**src/rtl/eth_pkg.sv**
```systemverilog
// Shared frame definitions for the transmitter and receiver: state encoding,
// fixed octets, field lengths and the longitudinal check helpers.
package eth_pkg;

  typedef enum logic [3:0] {
    ST_IDLE,
    ST_LOAD,
    ST_PREAMBLE,
    ST_SFD,
    ST_MACDST,
    ST_MACSRC,
    ST_PLLEN,
    ST_PL,
    ST_FCS,
    ST_IFG
  } frame_state_t;

  localparam logic [7:0] PreambleOctet = 8'hAA;
  localparam logic [7:0] SFDOctet      = 8'hAB;

  localparam int PREAMBLE_LEN = 7;
  localparam int SFD_LEN      = 1;
  localparam int MAC_LEN      = 6;
  localparam int LEN_LEN      = 2;
  localparam int FCS_LEN      = 4;

  function automatic logic [7:0] mac_sum(input logic [47:0] mac);
    logic [7:0] s;
    s = '0;
    for (int i = 0; i < MAC_LEN; i++) s = s + mac[i*8 +: 8];
    return s;
  endfunction

  // Two's complement of the running byte sum, so sum + fcs == 0 mod 256.
  function automatic logic [7:0] lrc(input logic [7:0] sum);
    return (~sum) + 8'd1;
  endfunction

endpackage

```
**src/rtl/byte_fifo.sv**
```systemverilog
// First-word-fall-through byte FIFO; rd_data always shows the head entry.
module byte_fifo #(
  parameter int DEPTH = 64
) (
  input  logic       clk,
  input  logic       rst,
  input  logic       wr_en,
  input  logic [7:0] wr_data,
  input  logic       rd_en,
  output logic [7:0] rd_data,
  output logic       full,
  output logic       empty
);

  localparam int AW = $clog2(DEPTH);

  logic [7:0]  mem [DEPTH];
  logic [AW:0] wr_ptr;
  logic [AW:0] rd_ptr;

  always_ff @(posedge clk or negedge rst) begin
    if (!rst) begin
      wr_ptr <= '0;
      rd_ptr <= '0;
    end else begin
      if (wr_en && !full)  wr_ptr <= wr_ptr + 1'b1;
      if (rd_en && !empty) rd_ptr <= rd_ptr + 1'b1;
    end
  end

  always_ff @(posedge clk) begin
    if (wr_en && !full) mem[wr_ptr[AW-1:0]] <= wr_data;
  end

  assign rd_data = mem[rd_ptr[AW-1:0]];
  assign empty   = (wr_ptr == rd_ptr);
  assign full    = (wr_ptr[AW] != rd_ptr[AW]) && (wr_ptr[AW-1:0] == rd_ptr[AW-1:0]);

endmodule

```
**src/rtl/xmit_top.sv**
```systemverilog
// Frame transmitter: buffers a payload, then streams preamble, SFD, MACs,
// length, payload and a 4-byte LRC check, one byte per cycle.
//
//   state    | meaning
//   IDLE     | waiting for req; rejects bad lengths with err
//   LOAD     | accepting pl_len payload bytes into the FIFO
//   PREAMBLE | 7 x 8'hAA
//   SFD      | 1 x 8'hAB
//   MACDST   | destination MAC, MSB first
//   MACSRC   | source MAC, MSB first
//   PLLEN    | payload length, MSB first
//   PL       | payload bytes from the FIFO
//   FCS      | 4 x LRC byte
//   IFG      | inter-frame gap, tx_data=0
module xmit_top
  import eth_pkg::*;
#(
  parameter logic [47:0] SRC_MAC_ADDR = 48'h02_00_00_00_00_01,
  parameter int          FIFO_DEPTH   = 64,
  parameter int          IFG_CYCLES   = 12
) (
  input  logic        clk,
  input  logic        rst,
  input  logic        req,
  input  logic [47:0] dest_mac,
  input  logic [15:0] pl_len,
  input  logic [7:0]  pl_data,
  input  logic        pl_vld,
  output logic        pl_rdy,
  output logic        req_rdy,
  output logic        err,
  output logic [7:0]  tx_data,
  output logic        tx_start,
  output logic        done
);

  frame_state_t state, state_nxt;
  logic [15:0]  cnt, cnt_nxt;
  logic [15:0]  len_q;
  logic [47:0]  dest_q;
  logic [7:0]   csum;
  logic [7:0]   tx_data_d;
  logic         tx_start_d, done_d, err_d;
  logic         bad_len, accept, wr_en, rd_en;
  logic [7:0]   rd_data;
  logic         full, empty;

  assign bad_len = (pl_len == 16'd0) || ({1'b0, pl_len} > 17'(FIFO_DEPTH));
  assign accept  = (state == ST_IDLE) && req && !bad_len;
  assign req_rdy = (state == ST_IDLE);
  assign pl_rdy  = (state == ST_LOAD) && !full;
  assign wr_en   = pl_vld && pl_rdy;

  byte_fifo #(.DEPTH(FIFO_DEPTH)) u_fifo (
    .clk     (clk),
    .rst     (rst),
    .wr_en   (wr_en),
    .wr_data (pl_data),
    .rd_en   (rd_en),
    .rd_data (rd_data),
    .full    (full),
    .empty   (empty)
  );

  always_ff @(posedge clk or negedge rst) begin
    if (!rst) begin
      state    <= ST_IDLE;
      cnt      <= '0;
      len_q    <= '0;
      dest_q   <= '0;
      csum     <= '0;
      tx_data  <= '0;
      tx_start <= 1'b0;
      done     <= 1'b0;
      err      <= 1'b0;
    end else begin
      state    <= state_nxt;
      cnt      <= cnt_nxt;
      tx_data  <= tx_data_d;
      tx_start <= tx_start_d;
      done     <= done_d;
      err      <= err_d;
      if (accept) begin
        len_q  <= pl_len;
        dest_q <= dest_mac;
        csum   <= mac_sum(dest_mac) + mac_sum(SRC_MAC_ADDR) + pl_len[15:8] + pl_len[7:0];
      end else if (wr_en) begin
        csum <= csum + pl_data;
      end
    end
  end

  // Next state and the counter value that will accompany it.
  always_comb begin
    state_nxt = state;
    cnt_nxt   = cnt;
    err_d     = 1'b0;
    case (state)
      ST_IDLE: begin
        if (req) begin
          if (bad_len) begin
            err_d = 1'b1;
          end else begin
            state_nxt = ST_LOAD;
            cnt_nxt   = pl_len;
          end
        end
      end
      ST_LOAD: begin
        if (wr_en) begin
          if (cnt == 16'd1) begin
            state_nxt = ST_PREAMBLE;
            cnt_nxt   = 16'(PREAMBLE_LEN - 1);
          end else begin
            cnt_nxt = cnt - 16'd1;
          end
        end
      end
      default: begin
        if (cnt != 16'd0) begin
          cnt_nxt = cnt - 16'd1;
        end else begin
          case (state)
            ST_PREAMBLE: begin state_nxt = ST_SFD;    cnt_nxt = 16'(SFD_LEN - 1); end
            ST_SFD:      begin state_nxt = ST_MACDST; cnt_nxt = 16'(MAC_LEN - 1); end
            ST_MACDST:   begin state_nxt = ST_MACSRC; cnt_nxt = 16'(MAC_LEN - 1); end
            ST_MACSRC:   begin state_nxt = ST_PLLEN;  cnt_nxt = 16'(LEN_LEN - 1); end
            ST_PLLEN:    begin state_nxt = ST_PL;     cnt_nxt = len_q - 16'd1; end
            ST_PL:       begin state_nxt = ST_FCS;    cnt_nxt = 16'(FCS_LEN - 1); end
            ST_FCS:      begin state_nxt = ST_IFG;    cnt_nxt = 16'(IFG_CYCLES - 1); end
            default:     begin state_nxt = ST_IDLE;   cnt_nxt = '0; end
          endcase
        end
      end
    endcase
  end

  // Output bytes are decoded from the next state so they can be registered
  // and still appear in the cycle their state occupies.
  always_comb begin
    tx_data_d  = 8'h00;
    tx_start_d = 1'b0;
    done_d     = 1'b0;
    rd_en      = 1'b0;
    case (state_nxt)
      ST_PREAMBLE: begin
        tx_data_d  = PreambleOctet;
        tx_start_d = (state == ST_LOAD);
      end
      ST_SFD:    tx_data_d = SFDOctet;
      ST_MACDST: tx_data_d = dest_q[{cnt_nxt[2:0], 3'b000} +: 8];
      ST_MACSRC: tx_data_d = SRC_MAC_ADDR[{cnt_nxt[2:0], 3'b000} +: 8];
      ST_PLLEN:  tx_data_d = cnt_nxt[0] ? len_q[15:8] : len_q[7:0];
      ST_PL: begin
        tx_data_d = rd_data;
        rd_en     = !empty;
      end
      ST_FCS: begin
        tx_data_d = lrc(csum);
        done_d    = (cnt_nxt == 16'd0);
      end
      default: ;
    endcase
  end

endmodule

```
**config.mk**
```make
export PLATFORM = sky130hd
export DESIGN_NAME = xmit_top
export DESIGN_NICKNAME = d
export VERILOG_FILES = /design/src/rtl/eth_pkg.sv /design/src/rtl/byte_fifo.sv /design/src/rtl/xmit_top.sv
export SDC_FILE = /design/constraint.sdc
export NUM_CORES = 1
export LEC_CHECK = 0
export ABC_AREA = 1
export CAP_MARGIN = 20
export CORE_MARGIN = 4
export CORE_UTILIZATION = 65
export CTS_CLUSTER_SIZE = 24
export DETAILED_ROUTE_END_ITERATION = 10
export PLACE_DENSITY = 0.84
export SETUP_SLACK_MARGIN = 0.2
export SLEW_MARGIN = 20
export SYNTH_ARGS = -nofsm -noshare
export SYNTH_HDL_FRONTEND = slang
export SYNTH_HIERARCHICAL = 1
export SYNTH_SLANG_ARGS = --single-unit
```
**constraint.sdc**
```tcl
create_clock -name clk -period 8.8 [get_ports clk]
set_clock_uncertainty 0.05 [all_clocks]
set_input_delay 1.76 -clock clk [delete_from_list [all_inputs] [get_ports clk]]
set_output_delay 1.76 -clock clk [all_outputs]
set_load 0.02 [all_outputs]
```
==> results of run 1 <==
flip-flops by register name (all words and copies together), names as in the netlist:
name and cells:
tx_start 1, u_fifo/mem 512, tx_data 8, len_q 16, dest_q 48, u_fifo/wr_ptr 7, done 1, err 1
cnt 16, state 4, u_fifo/rd_ptr 7, csum 8
metrics by stage:
stage | area, sq um | hold slack [ns] | setup slack [ns]
2_1_floorplan | 31210 | 0.3861 | 3.578
3_3_place_gp | 32090 | 0.3986 | 2.802
3_5_place_dp | 32090 | 0.4177 | 2.836
4_1_cts | 34150 | 0.4342 | 3.450
5_1_grt | 34160 | 0.4426 | 3.164
6_report | 34160 | 0.4302 | 3.447
final timing paths:
kind	startpoint	end	slack [ns]
max reg2reg	u_fifo/rd_ptr[2]	u_fifo/mem[28][0]	4.32
max	dest_mac[28]	csum[7]	3.45
min in group asynchronous	rst	cnt[10]	1.14
min	len_q[12]	len_q[12]	0.43
max in group asynchronous	rst	u_fifo/rd_ptr[0]	6.16
min reg2reg	len_q[12]	len_q[12]	0.43
tightest hold or removal path: stages, from the launching register on:
cell     delay, ns
dfrtp_1       0.35
nand2_1       0.05
inv_1         0.05
layout make-up:
cell class,instances,share of cell area
Sequential cell,629,0.5361
Tap cell,615,0.02253
Inverter,459,0.05081
Clock inverter,40,0.01275
Clock buffer,72,0.04773
Multi-Input combinational cell,2100,0.3007
Timing Repair Buffer,110,0.02938
routing by layer:
| metal | wire length (um) | track usage |
|---|---|---|
| met5 | 0 | 0 |
| met4 | 3200 | 0.1210 |
| met3 | 7697 | 0.04823 |
| met2 | 38920 | 0.5117 |
| met1 | 29670 | 0.4147 |
cell families (layout without fill, tap and decap cells):
group | count (synthesis) | count (layout) | share of synthesized area
adder cells (fa/ha/maj) | 61 | 61 | 0.03432
buffers and inverters | 599 | 681 | 0.08440
flip-flops | 629 | 629 | 0.5865
AND/OR/NAND/NOR | 1753 | 1753 | 0.2394
AO/OA/AOI/OAI | 231 | 231 | 0.04001
XOR/XNOR | 55 | 55 | 0.01544
power by group:
group / switching (mW) / leakage, nW / total [mW] / internal (mW)
Combinational: 0.927 / 7.62 / 1.42 / 0.497
Sequential: 0.0862 / 6.00 / 3.38 / 3.29
Clock: 1.10 / 0.993 / 2.68 / 1.58
Total: 2.11 / 14.6 / 7.48 / 5.37
placed cells by master, fill, tap and decap left out, types with 10 or more instances in the layout:
| cell | count |
|---|---|
| nand3_1 | 356 |
| edfxtp_1 | 512 |
| nand2_2 | 13 |
| nor3_1 | 12 |
| nor2_1 | 313 |
| or2_2 | 10 |
| a21oi_1 | 49 |
| nand2_1 | 988 |
| inv_2 | 12 |
| inv_1 | 439 |
| clkinv_1 | 18 |
| o21ai_0 | 134 |
| nand4_1 | 11 |
| xor2_1 | 32 |
| ha_1 | 20 |
| clkdlybuf4s50_1 | 79 |
| xnor2_1 | 23 |
| fa_1 | 41 |
| dfrtp_1 | 115 |
| clkbuf_16 | 63 |
| buf_4 | 23 |
| o21ai_1 | 21 |
==> summary by stage, run 1 <==
Run status
The flow ran to the end, and the final reports show no timing, DRC or antenna violations.

CTS
The number of levels the H-tree was split into is 2. The count of hold-fix buffers inserted at cts is 0. The TritonCTS clock tree is done. Clock-pin slew was measured on the worst setup and hold paths at about 0.06 ns.

Counting along the longest clock path gives a buffer depth of 3. At the later pin of the worst-skew pair, clock insertion delay measures 0.63 ns. Clock tree synthesis found a total of ~630 sinks. The root buffer cell is clkbuf_16. The number of gates resized after CTS was 0.

The number of CTS-inserted buffers is 61. The setup fix buffers added after clock tree synthesis is 0.

Yosys
The most frequently used cell type in the post-synthesis netlist is nand2_1. The largest area contributor in the synthesized netlist is edfxtp_1. The number of nets in the synthesized netlist is between 3000 and 4000.

The post-synthesis cell area is between 30000 and 40000 sq um. Dividing the synthesized area by the synthesized cell count gives 9.377 sq um. Ranked by instance count, the synthesized netlist is headed by 988 x nand2_1, 512 x edfxtp_1, 441 x inv_1. For this run, the register share of the synthesized area comes to 0.5865.

The Yosys step of the flow raised 6 warnings. The synthesized instance count is around 3300. In this run, synthesis inferred roughly 510 flip-flops with an integrated enable. The share of synthesized area in the top cell type comes to 0.4927. The predominant post-synthesis flop cell is edfxtp_1. By area the synthesized netlist is led by edfxtp_1 49%, nand2_1 12%, dfrtp_1 9.4%.

After synthesis, the share of flip-flops with an asynchronous set or reset is 0.1860. In this run, synthesis produced a sequential element count of 629. The number of unique standard cell types used by synthesis is 57.

Cells and area
For this run, the share of the core covered by cells in the final layout is 0.7169. Summing all multi-input logic gate instances after layout gives between 10000 and 15000 sq um. The area occupied by registers is about 18000 sq um. The number of antenna diodes in the final layout is 0. The layout-stage area growth over the synthesis result is 9.446%.

The final cell count without fillers is slightly above 4000. Counting the fill cells in the layout gives approximately 3200. The layout cell share with drive strength beyond 1 is 0.06158. The net count of the finished layout is 3498.

Critical path
The class of the most critical setup path is in -> reg. The signal arrival time at the worst endpoint is around 5.9 ns. STA classifies the critical path endpoint as a flip-flop.

The number of logic stages on the critical path including buffering is 19. The largest driver fanout on the critical path is 5. The slowest library cell on the worst path is fa_1.

The number of cells on the worst reg-to-reg path is 11. The data required time of the worst path is 9.32 ns. The number of buffer and inverter stages on the critical path is 3.

The worst stage delay on the critical path is 0.56 ns. Walking the worst path, the cells encountered are clkdlybuf4s50_1, fa_1, inv_1, fa_1, fa_1, fa_1, inv_1, ha_1, a21oi_1, nand2_1, nand2_1, nand2_1, a21oi_1, xor2_1, xor2_1, nand2_1, o21ai_0, nand2_1, nand2_1. The cell repeated most along the worst path is nand2_1. The kind of cell adding the most delay to the critical path is adder cells. The launching element type of the critical path is a primary input.

Die
For this configuration, the core starts out at a cell density of 0.6550. Measured along the y axis, the die boundary spans ~230 um. In this run the standard cell core region covers between 40000 and 50000 sq um. The die is between 200 and 250 um wide.

The die footprint is between 50000 and 60000 sq um. The initialized floorplan defines 80 standard-cell rows. The I/O pin total is between 80 and 90.

GRT
The pin count of the biggest net entering global routing is 97. In the global route stage, overall resource usage came out at 0.3079. The first global-routing pass estimated between 100000 and 150000 um of wire. The initial antenna violation count is 0.

The number of global-route vias before repair is between 20000 and 25000. The residual overflow from global routing is 0.

Power
The overall power after layout is around 7.5 mW. Dividing total power by cell area gives a power density of between 200 and 250 nW/um^2. Across the VDD grid, the largest voltage drop is just under 0.2 mV. For this design the static power due to leakage is 14.61 nW.

STA
The transition at the pin with the smallest max-transition slack is 1.208 ns. The worst pin sits at a relative slew slack of 0.1944. Timing would allow up to about 0.19 GHz.

The final number of hold-violating endpoints is 0. Dividing the final minimum period by the clock period gives 0.6083. The number of pins with negative max-slew slack in the final report came to 0. Counting I/O delays and the setup requirement, the final critical path takes 5.353 ns.

Setup repair after global routing left no endpoint under its margin. The final number of setup-violating endpoints is 0. The summed negative setup slack over all endpoints is 0 ns.

Detailed routing
Wires add up to 79490 um. The total vias in the final route is around 24000. For this run, the detailed router's first-pass iteration total came to 6. The average wire per cell in the routed design is between 15 and 20 um. The number of nets still failing antenna checks after routing is 0. After detailed routing, the number of vias per cell comes to roughly 6. After the first detailed-routing iteration, the DRC count stood at about 3300. In the routed design, unresolved DRC markers number 0.

Worst hold path
The instance count along the most critical hold path is 2. The type of the tightest min-delay check is reg -> reg.

Placement
The count of buffers added on input and output ports is 88. After legalization and detailed placement, the total HPWL measured approximately 50000 um. The global placement routability congestion is ~0.9. Counting tap cells, the placed design contains a total of 3913 instances.

Job
The max-capacitance violation count is 0.
No activity file was read; power rests on OpenSTA's default activity.
==> run 2, diff against run 1 <==
- CORE_UTILIZATION: 65 -> 62
- PLACE_DENSITY: 0.84 -> 0.81
- clock period: 8.8 -> 5.4 ns (I/O delays scaled with it)
==> run 2 against run 1 <==
Cell count grew 1.6%. Sequential power is 63% higher. Sequential cell count unchanged. Critical path type unchanged. Setup slack worse by 2.7 ns. Register-to-register slack got worse by 3.2 ns.
==> summary by stage, run 2 (synthesis results as in run 1) <==
Detailed routing
The length of the first detailed-routing pass in iterations was 6 (unchanged). The remaining routing DRC violations is 0 (unchanged). The aggregate routed wire length is 79710 um (+0.28%).

The number of nets still failing antenna checks after routing was 0 (unchanged). The ratio of routed vias to standard cells is 5.742 (-1.7%). The number of design-rule violations left by the first detailed-router iteration is 2801 (-16%). The average wire per cell in the routed design is 19.50 um (-1.3%). The total vias in the final route is 23470 (-0.20%).

STA
Setup repair after global routing left no endpoint under its margin. The summed negative setup slack over all endpoints was 0 ns (unchanged). In the finished design, the share of the clock period the worst path needs comes to 0.8608.

The final number of setup-violating endpoints is 0 (unchanged). The number of pins with negative max-slew slack in the final report was 0 (unchanged). The peak clock frequency supported by timing is about 0.22 GHz. The smallest clock period supported by the final layout is computed as roughly 4.6 ns. The final number of hold-violating endpoints was 0 (unchanged).

The transition at the pin with the smallest max-transition slack is 1.067 ns (-0.1409 ns). The worst relative slew slack is 0.2858 (+0.09132).

Cells and area
The number of filler cells placed in the layout is 3582 (+12%). The final standard cell area without fillers is 34420 sq um (+0.77%). The layout cell share with drive strength beyond 1 is 0.06454 (+0.002961). The layout-stage area growth over the synthesis result is 10.29%. The top cell types in the final layout, fill and taps aside, are 988 x nand2_1, 512 x edfxtp_1, 439 x inv_1. The number of flip-flops under the largest register name is 512 (unchanged). The final layout net count is 3508 (+0.29%). Leaving out fill and tap cells, the most frequent cell in the layout is nand2_1.

The number of antenna diodes was 0 (unchanged).

Placement
The global placement routability congestion is 0.9599 (+5.4%). The cell area after placement is 32220 sq um (+0.40%). The placed wire-length estimate after detailed placement was 51310 um (+2.7%).

The number of input and output port buffers inserted is 88 (unchanged).

CTS
The post-cts sizing count came to 0 (unchanged). The root buffer cell is clkbuf_16. The clock latency of the later-clocked register in the worst-skew pair was 0.61 ns (-0.02 ns). The setup fix buffers added after clock tree synthesis was 0 (unchanged). The total number of clock tree sinks is 629 (unchanged).

The TritonCTS clock tree is done. The count of hold-fix buffers inserted at cts was 0 (unchanged). The maximum buffer depth of the clock tree came to 3 (unchanged). The clock input transition at the sequential cells of the worst setup and hold paths is 0.06 ns (about the same). The number of levels the H-tree was split into is 3 (+1).

The number of CTS-inserted buffers came to 67 (+9.8%).

GRT
The first-pass GRT wire length came to 123200 um (-0.41%). The initial antenna violation count is 0 (unchanged). The number of global-route vias before repair is 22810 (-1.8%).

The residual overflow from global routing is 0 (unchanged). The pin count of the biggest net entering global routing is 114 (+18%). The global-route usage over all layers is 0.2942 (-0.01370).

Run status
The run finished with clean final reports.

Die
The die height is 232.4 um (+2.3%). The area of the core came to 49360 sq um (+3.6%). The row count is 81 (+1.3%). The starting density of the core was 0.6323 (-0.02270).

The die footprint was 53990 sq um (+4.7%). The I/O pin total is 89 (unchanged). The die width was 232.4 um (+2.3%).

Critical path
STA classifies the critical path startpoint as a primary input. The class of the most critical setup path is in -> reg. The signal arrival time at the worst endpoint was 5.13 ns (-0.74 ns). In this run the critical register-to-register path is launched from u_fifo/rd_ptr[1]. The origin of the worst setup path is dest_mac[28]. The largest driver fanout on the critical path is 5 (unchanged). The data required time of the worst path is 5.88 ns (-3.44 ns). The nature of the critical path endpoint is a flip-flop.

Power
The switching power summed over all nets is 3.516 mW (+66%). The share of power burned in combinational logic is 0.187 (-0.003). The leakage power of the design is 14.73 nW (+0.80%). The clock network fraction of design power came to 0.370 (+0.012). The power per standard cell area is 360.7 nW/um^2 (+65%).

The sequential cell fraction of total power came to 0.444 (-0.008). The switching power share of the total is 0.2832 (+0.0008554). The internal power summed over all cells came to 8.899 mW (+66%). The worst ir drop on vdd came to 0.3232 mV (+63%).

Job
The max-capacitance violation count is 0 (unchanged).

Worst hold path
The type of the tightest min-delay check is in -> async.
## run 2: changes by cell type in the layout (fill, tap and decap cells not counted)
cell and change:
inv_8 -1, clkinvlp_4 -4, clkbuf_16 +6, clkinv_2 +4
clkbuf_1 +6, clkinv_4 -1, buf_4 +1, clkbuf_8 +1
buf_12 +3, inv_6 +2, clkinv_8 +2, clkinv_1 -3
bufinv_16 -2
## run 2: final timing paths
check                                   end  slack, ns  cells past startpoint
max reg2reg                u_fifo/mem[5][1]       1.16                     10
max in group asynchronous        dest_q[27]       3.79                      2
min in group clk                  len_q[12]       0.42                      2
min                                 cnt[11]       0.36                      1
max                                 csum[7]       0.75                     19
min reg2reg                       len_q[12]       0.42                      2
## run 2: power groups by stage
stage,logic (mW),clock network (mW),registers (mW)
2_1_floorplan,1.65,0,5.57
3_3_place_gp,2.22,0,5.60
3_5_place_dp,2.27,0,5.60
4_1_cts,2.29,4.64,5.50
5_1_grt,2.58,4.85,5.52
6_report,2.32,4.59,5.51
## run 2: critical path, cell delays in order
cell	delay, ns
clkdlybuf4s50_1	0.46
fa_1	0.54
inv_1	0.05
fa_1	0.56
fa_1	0.44
fa_1	0.49
inv_1	0.04
ha_1	0.32
a21oi_1	0.15
nand2_1	0.09
nand2_1	0.06
nand2_1	0.05
a21oi_1	0.15
xor2_1	0.19
xor2_1	0.15
nand2_1	0.06
o21ai_0	0.10
nand2_1	0.07
nand2_1	0.08
## run 2: metal layers
layer,global-route usage,share of wire,vias to the layer above
met5,0,0,-
met4,0.1121,0.038,0
met3,0.05827,0.098,231
met2,0.4765,0.48,1311
met1,0.3981,0.39,11130
li1,-,-,10800
## run 2: cell type report
type	count	area (sq um)	area share
clock buffers	85	1817	0.05278
clock inverters	37	384.1	0.01116
inverters	459	1735	0.05042
multi-input cells	2100	10270	0.2984
flip-flops and latches	629	18310	0.5320
well taps	664	830.8	0.02414
repair buffers	114	1071	0.03112
## run 2: through the flow
stage	setup WS (ns)	total power, mW	utilization	instances	hold WS, ns
after global routing	0.5389	12.95	0.6974	4088	0.3783
after detailed placement	0.1594	7.870	0.6527	3966	0.4028
final	0.7514	12.42	0.6974	4088	0.3580
after CTS	0.7804	12.43	0.6973	4088	0.3546
after global placement	0.1150	7.815	0.6527	3966	0.3997
after floorplan	0.8577	7.216	-	3328	0.3861
